<file path="config.mk">
export PLATFORM = sky130hd
export DESIGN_NAME = sar_adc_ctrl
export DESIGN_NICKNAME = d
export VERILOG_FILES = /design/src/rtl/sar_adc_pkg.sv /design/src/rtl/sar_adc_ctrl_avg.sv /design/src/rtl/sar_adc_ctrl.sv
export SDC_FILE = /design/constraint.sdc
export NUM_CORES = 1
export LEC_CHECK = 0
export CAP_MARGIN = 0
export CORE_AREA = 2 2 84 86
export CTS_BUF_LIST = sky130_fd_sc_hd__clkbuf_4
export CTS_CLUSTER_DIAMETER = 100
export DETAILED_ROUTE_END_ITERATION = 8
export DIE_AREA = 0 0 86 88
export PLACE_DENSITY = 0.45
export SLEW_MARGIN = 40
export SYNTH_ARGS = -nofsm -noshare
export SYNTH_HDL_FRONTEND = slang
export SYNTH_SLANG_ARGS = --single-unit
</file>
<file path="constraint.sdc">
create_clock -name clk -period 2.3 [get_ports clk]
set_clock_uncertainty 0.1 [all_clocks]
set_input_delay 0.575 -clock clk [delete_from_list [all_inputs] [get_ports clk]]
set_output_delay 0.575 -clock clk [all_outputs]
set_load 0.03 [all_outputs]
</file>
<file path="src/rtl/sar_adc_pkg.sv">
// sar_adc_pkg: shared state encoding and sizing constants for the
// SAR ADC sequencer and its optional averaging accumulator.
package sar_adc_pkg;

    localparam int NBITS_DEF = 10;
    localparam int SCW_DEF   = 4;
    localparam int ACC_XTRA  = 3;
    localparam int ACCW_DEF  = NBITS_DEF + ACC_XTRA;

    typedef enum logic [1:0] {
        IDLE,
        SAMPLE,
        CONVERT,
        DONE
    } state_t;

    // Headroom for summing up to eight full-scale conversions.
    function automatic int acc_width(input int nbits);
        return nbits + ACC_XTRA;
    endfunction

endpackage

</file>
<file path="src/rtl/sar_adc_ctrl_avg.sv">
// sar_adc_avg: sums a group of 2^log2 conversion codes and presents
// the truncated mean; built only when ADC_AVG_EN is defined.
module sar_adc_avg
    import sar_adc_pkg::*;
#(
    parameter int NBITS = NBITS_DEF
) (
    input  logic             clk,
    input  logic             i_res,
    input  logic             i_add,
    input  logic             i_clr,
    input  logic [NBITS-1:0] i_code,
    input  logic [1:0]       i_log2,
    output logic             o_last,
    output logic [NBITS-1:0] o_data
);

    localparam int ACCW = acc_width(NBITS);

    logic [ACCW-1:0] r_acc;
    logic [2:0]      r_cnt;
    logic [2:0]      w_cnt_max;

    assign w_cnt_max = 3'((4'd1 << i_log2) - 4'd1);
    assign o_last    = (r_cnt == w_cnt_max);
    assign o_data    = NBITS'(r_acc >> i_log2);

    always_ff @(posedge clk) begin
        if (i_res || i_clr) begin
            r_acc <= '0;
            r_cnt <= '0;
        end else if (i_add) begin
            r_acc <= r_acc + ACCW'(i_code);
            r_cnt <= r_cnt + 3'd1;
        end
    end

endmodule

</file>
<file path="src/rtl/sar_adc_ctrl.sv">
// sar_adc_ctrl: SAR ADC sequencer (sample, bitwise convert, result
// handshake). Define ADC_AVG_EN to average 2^avg_log2 conversions.
module sar_adc_ctrl
    import sar_adc_pkg::*;
#(
    parameter int NBITS = NBITS_DEF,
    parameter int SCW   = SCW_DEF
) (
    input  logic             clk,
    input  logic             res,
    input  logic             start,
    input  logic             cont,
    input  logic [SCW-1:0]   sample_cycles,
    input  logic [1:0]       avg_log2,
    input  logic             comp_in,
    input  logic             ack,
    input  logic             ovr_clr,
    output logic             sample,
    output logic [NBITS-1:0] dac_code,
    output logic             busy,
    output logic [NBITS-1:0] data,
    output logic             data_valid,
    output logic             overrun
);

    localparam int BW = (NBITS > 1) ? $clog2(NBITS) : 1;

    state_t           r_state;
    state_t           w_state_nxt;
    logic [SCW-1:0]   r_scfg;
    logic [SCW-1:0]   r_scnt;
    logic [SCW-1:0]   w_slast;
    logic [BW-1:0]    r_bit;
    logic [NBITS-1:0] w_mask;
    logic [NBITS-1:0] w_final;
    logic [NBITS-1:0] w_result;
    logic             w_samp_end;
    logic             w_conv_last;
    logic             w_grp_last;
    logic             w_done;
    logic             w_launch;

    // A programmed sample length of 0 behaves as 1.
    assign w_slast     = (r_scfg == '0) ? '0 : r_scfg - 1'b1;
    assign w_samp_end  = (r_state == SAMPLE) && (r_scnt == w_slast);
    assign w_conv_last = (r_state == CONVERT) && (r_bit == '0);
    assign w_done      = (r_state == DONE);
    assign w_launch    = (r_state == IDLE) && start;

    assign w_mask  = NBITS'(1) << r_bit;
    assign w_final = (dac_code & ~w_mask) | (comp_in ? w_mask : '0);

`ifdef ADC_AVG_EN
    logic [1:0] r_avg;

    always_ff @(posedge clk) begin
        if (res) begin
            r_avg <= '0;
        end else if (w_launch) begin
            r_avg <= avg_log2;
        end
    end

    sar_adc_avg #(
        .NBITS (NBITS)
    ) u_avg (
        .clk    (clk),
        .i_res  (res),
        .i_add  (w_conv_last),
        .i_clr  (w_done),
        .i_code (w_final),
        .i_log2 (r_avg),
        .o_last (w_grp_last),
        .o_data (w_result)
    );
`else
    logic w_unused_avg;

    assign w_unused_avg = ^avg_log2;
    assign w_grp_last   = 1'b1;
    assign w_result     = dac_code;
`endif

    always_ff @(posedge clk) begin
        if (res) begin
            r_state <= IDLE;
        end else begin
            r_state <= w_state_nxt;
        end
    end

    always_comb begin
        w_state_nxt = r_state;
        sample      = 1'b0;
        busy        = 1'b1;
        case (r_state)
            IDLE: begin
                busy = 1'b0;
                if (start) w_state_nxt = SAMPLE;
            end
            SAMPLE: begin
                sample = 1'b1;
                if (w_samp_end) w_state_nxt = CONVERT;
            end
            CONVERT: begin
                if (w_conv_last)
                    w_state_nxt = w_grp_last ? DONE : SAMPLE;
            end
            DONE: begin
                w_state_nxt = cont ? SAMPLE : IDLE;
            end
            default: begin
                w_state_nxt = IDLE;
            end
        endcase
    end

    always_ff @(posedge clk) begin
        if (res) begin
            r_scfg   <= '0;
            r_scnt   <= '0;
            r_bit    <= '0;
            dac_code <= '0;
        end else begin
            if (w_launch) r_scfg <= sample_cycles;
            if ((r_state == SAMPLE) && !w_samp_end)
                r_scnt <= r_scnt + 1'b1;
            else
                r_scnt <= '0;
            // Keep/clear the current trial bit, then try the next one down.
            if (w_samp_end) begin
                r_bit    <= BW'(NBITS - 1);
                dac_code <= {1'b1, {(NBITS-1){1'b0}}};
            end else if (r_state == CONVERT) begin
                r_bit <= r_bit - 1'b1;
                if (w_conv_last && !w_grp_last)
                    dac_code <= '0;
                else
                    dac_code <= w_final | (w_mask >> 1);
            end else if (w_done) begin
                dac_code <= '0;
            end
        end
    end

    always_ff @(posedge clk) begin
        if (res) begin
            data       <= '0;
            data_valid <= 1'b0;
            overrun    <= 1'b0;
        end else begin
            if (w_done) begin
                data       <= w_result;
                data_valid <= 1'b1;
            end else if (ack) begin
                data_valid <= 1'b0;
            end
            // A same-cycle ack consumes the old result, so no overrun.
            if (w_done && data_valid && !ack)
                overrun <= 1'b1;
            else if (ovr_clr)
                overrun <= 1'b0;
        end
    end

endmodule

</file>
==> summary.txt, run 1 <==
RSZ-0062 raised after global routing: false
Synthesized instance count: 213
Share of layout cells above drive strength 1: 9.843%
Post-synthesis adder-cell area fraction: 8.208%
Cell repeated most along the worst path: inv_1
Synth Area in Simple Gates: 25.99%
Least-Margin Pin Slew: 0.5287 ns
Cell with the most instances after synthesis: dfxtp_1
First-pass GRT wire length: 6479 um
Final Wtd Congestion: 0.7844
Maximum vdd drop: 0.2215 mV
FMAX: 464.2 MHz
Placeable Area: 0.006644 mm^2
Max cap viols: 0
Largest delay share family, worst path: buffers and inverters
Area grow syn2layout: 27.98%
Slowest stage delay, CP: 0.39 ns
Ys async rst share: 0%
Sinks on Clock Net: 36
CTS tree: yes
Pwr Density: 889.4 mW/mm^2
Synth Area in XOR/XNOR: 2.394%
H-tree Lvls: 2
Post-DP HPWL: 2994 um
Synth Area in Compound Gates: 13.34%
Vias after detailed routing: 1514
CP arrival: 1.48 ns
Crit path buf inv count: 3
Final wirelength: 4046 um
Top-area cell type share of the netlist area: 39.40%
Post-synthesis mux area share: 6.019%
Final clock period utilization by the worst path: 93.66%
Clock Pin Slew Worst Setup and Hold Paths: 0.11 ns
Data required, critical path: 1.62 ns
Worst Hold Class: reg -> reg
Design area: 0.002341 mm^2
Postcts setup bufs: 0
Die Y: 88 um
Largest net degree at the start of global routing: 20
Tot GR Track Use: 11.09%
Vias per cell: 4.533
Top Ports: 37
DRC: 0
Final antenna-violating net count: 0
FF-to-FF path depth: 6
Ant. Diodes: 0
Antenna violations before repair: 0
Levels on crit path: 4
Port buffer count: 34
Leak Pwr: 0.0009187 uW
Root Driver: clkbuf_4
Crit-path cells: inv_1, ha_1, inv_1, clkdlybuf4s15_1
TritonRoute pass-1 iters: 4
Top_reg_cell synth: dfxtp_1
Mapped Area: 0.001829 mm^2
Max clock buf depth: 2
DR WL/cell: 12.11 um
Switching share of power: 41.63%
Yosys top cell by area: dfxtp_1
DIE AREA: 0.007568 mm^2
Synth Warn #: 0
Sequential power share: 37.5%
Initial DRC Count: 38
Number of cell rows: 30
Area after DPL: 0.002286 mm^2
Top cells by count, synth: dfxtp_1, nand2_1, nor2_1, a21oi_1, ha_1
Global route overflow: 0
Final count of hold timing violations: 0
Register area share after synthesis: 39.40%
Setup crit start kind: register
Final Net Count: 278
NetSw: 866.8 uW
Clock power frac: 16.1%
Hold Crit Depth: 1
Synthesized Nets: 238
Vias in the first global route: 1338
CTS Buf Count: 5
Kind of critical path: reg -> out
Initial Util: 27.53%
Int Pwr: 1215 uW
Synthesized flop and latch total: 36
Final min period: 2.154 ns
Hold-fix buffers, CTS: 0
Sum of negative setup slack: 0 ns
Final setup vio count: 0
Clk_lat worst skew: 0.34 ns
CP Capture Type: output pin
Post-CTS Resized: 2
Die width: 86 um
Slowest CP cell: dfxtp_1
Status: finished clean
Synth unique cells: 38
Mapped Avg Cell Area: 8.588 um^2
Combinational power share: 46.4%
Max FO, Critical Path: 4
EDFF count, synth: 0
Top post-synthesis cells by area: dfxtp_1, ha_1, mux2i_1, nand2_1, a21oi_1
Largest family of logic cells by synthesized area: simple AND/OR/NAND/NOR gates
Final Max Slew Viols: 0
Rel. slew slack: 64.26%
[per-stage QoR]
step	cells	worst slack (ns)	util (%)	total power (uW)	hold WS (ns)
after floorplan	213	0.4443	-	1475	0.3370
after detailed placement	326	0.2018	34.41	1781	0.3737
after global placement	326	0.2157	34.41	1787	0.3695
after global routing	334	0.02649	35.24	2271	0.4156
final	334	0.1458	35.24	2082	0.3971
after CTS	334	0.09088	35.22	2120	0.4024
[layer usage]
layer / global-route usage, % / wire length, um / up-vias
li1: - / - / 806
met1: 14.79 / 2102 / 679
met2: 16.84 / 1740 / 27
met3: 3.299 / 162 / 2
met4: 4.329 / 40 / 0
met5: 0 / 0 / -
[registers in the layout, summed over array words and instances, names as in the netlist]
register	cells
dac_code	10
data	10
data_valid	1
overrun	1
r_bit	4
r_scfg	4
r_scnt	4
r_state	2
[path summary, 6_finish.rpt]
path | start | end | slack, ns
setup / recovery | r_state[0]$_SDFFE_PP0P_ | busy | 0.15
hold / removal | r_scnt[0]$_SDFF_PP0_ | r_scnt[0]$_SDFF_PP0_ | 0.40
setup reg to reg | r_scfg[2]$_SDFFE_PP0P_ | r_state[0]$_SDFFE_PP0P_ | 0.27
hold reg to reg | r_scnt[0]$_SDFF_PP0_ | r_scnt[0]$_SDFF_PP0_ | 0.40
[cell type report]
type / instances / area, um^2
Fill cell: 704 / 4303
Timing Repair Buffer: 42 / 399.1
Clock inverter: 3 / 18.77
Multi-Input combinational cell: 157 / 1023
Inverter: 11 / 41.29
Sequential cell: 36 / 720.7
Clock buffer: 5 / 37.54
Tap cell: 80 / 100.1
[placed cells by master (no fill, tap or decap), drive strengths merged, types with 8 or more instances in the layout]
| cell | synthesis | final |
|---|---|---|
| nand3 | 10 | 10 |
| buf | 5 | 8 |
| mux2i | 11 | 11 |
| ha | 12 | 12 |
| dfxtp | 36 | 36 |
| inv | 11 | 11 |
| nand2 | 29 | 29 |
| a21oi | 20 | 20 |
| nor2 | 26 | 26 |
| clkdlybuf4s50 | 0 | 32 |
| nor3 | 8 | 8 |
[power groups by stage]
stage	combinational [uW]	clock, uW	sequential (uW)
floorplan	659	0	816
global placement	990	0	797
detailed placement	983	0	798
CTS	972	365	783
global route	1080	397	797
finish	967	334	781
[kinds of logic after synthesis]
kind of cell	count (synthesis)
XOR/XNOR	5
AO/OA/AOI/OAI	38
AND/OR/NAND/NOR	91
flip-flops	36
buffers and inverters	20
adder cells (fa/ha/maj)	12
multiplexers	11
[worst reg2reg max path, cell delays in order (launching register included)]
cell and delay, ns:
dfxtp_1 0.43, nor2b_1 0.19, a21oi_1 0.06, nor4b_1 0.47, o21ai_1 0.22, a211o_1 0.32
o211a_1 0.12
No activity file was read; power rests on OpenSTA's default activity.
==> run 2: changes to the inputs <==
--- a/config.mk
+++ b/config.mk
@@ -12,7 +12,7 @@
 export DETAILED_ROUTE_END_ITERATION = 8
 export DIE_AREA = 0 0 86 88
 export PLACE_DENSITY = 0.45
-export SLEW_MARGIN = 40
+export SLEW_MARGIN = 20
 export SYNTH_ARGS = -nofsm -noshare
 export SYNTH_HDL_FRONTEND = slang
 export SYNTH_SLANG_ARGS = --single-unit
==> results of run 2 <==
No change in the layout: final DEF, timing and power equal those of run 1.
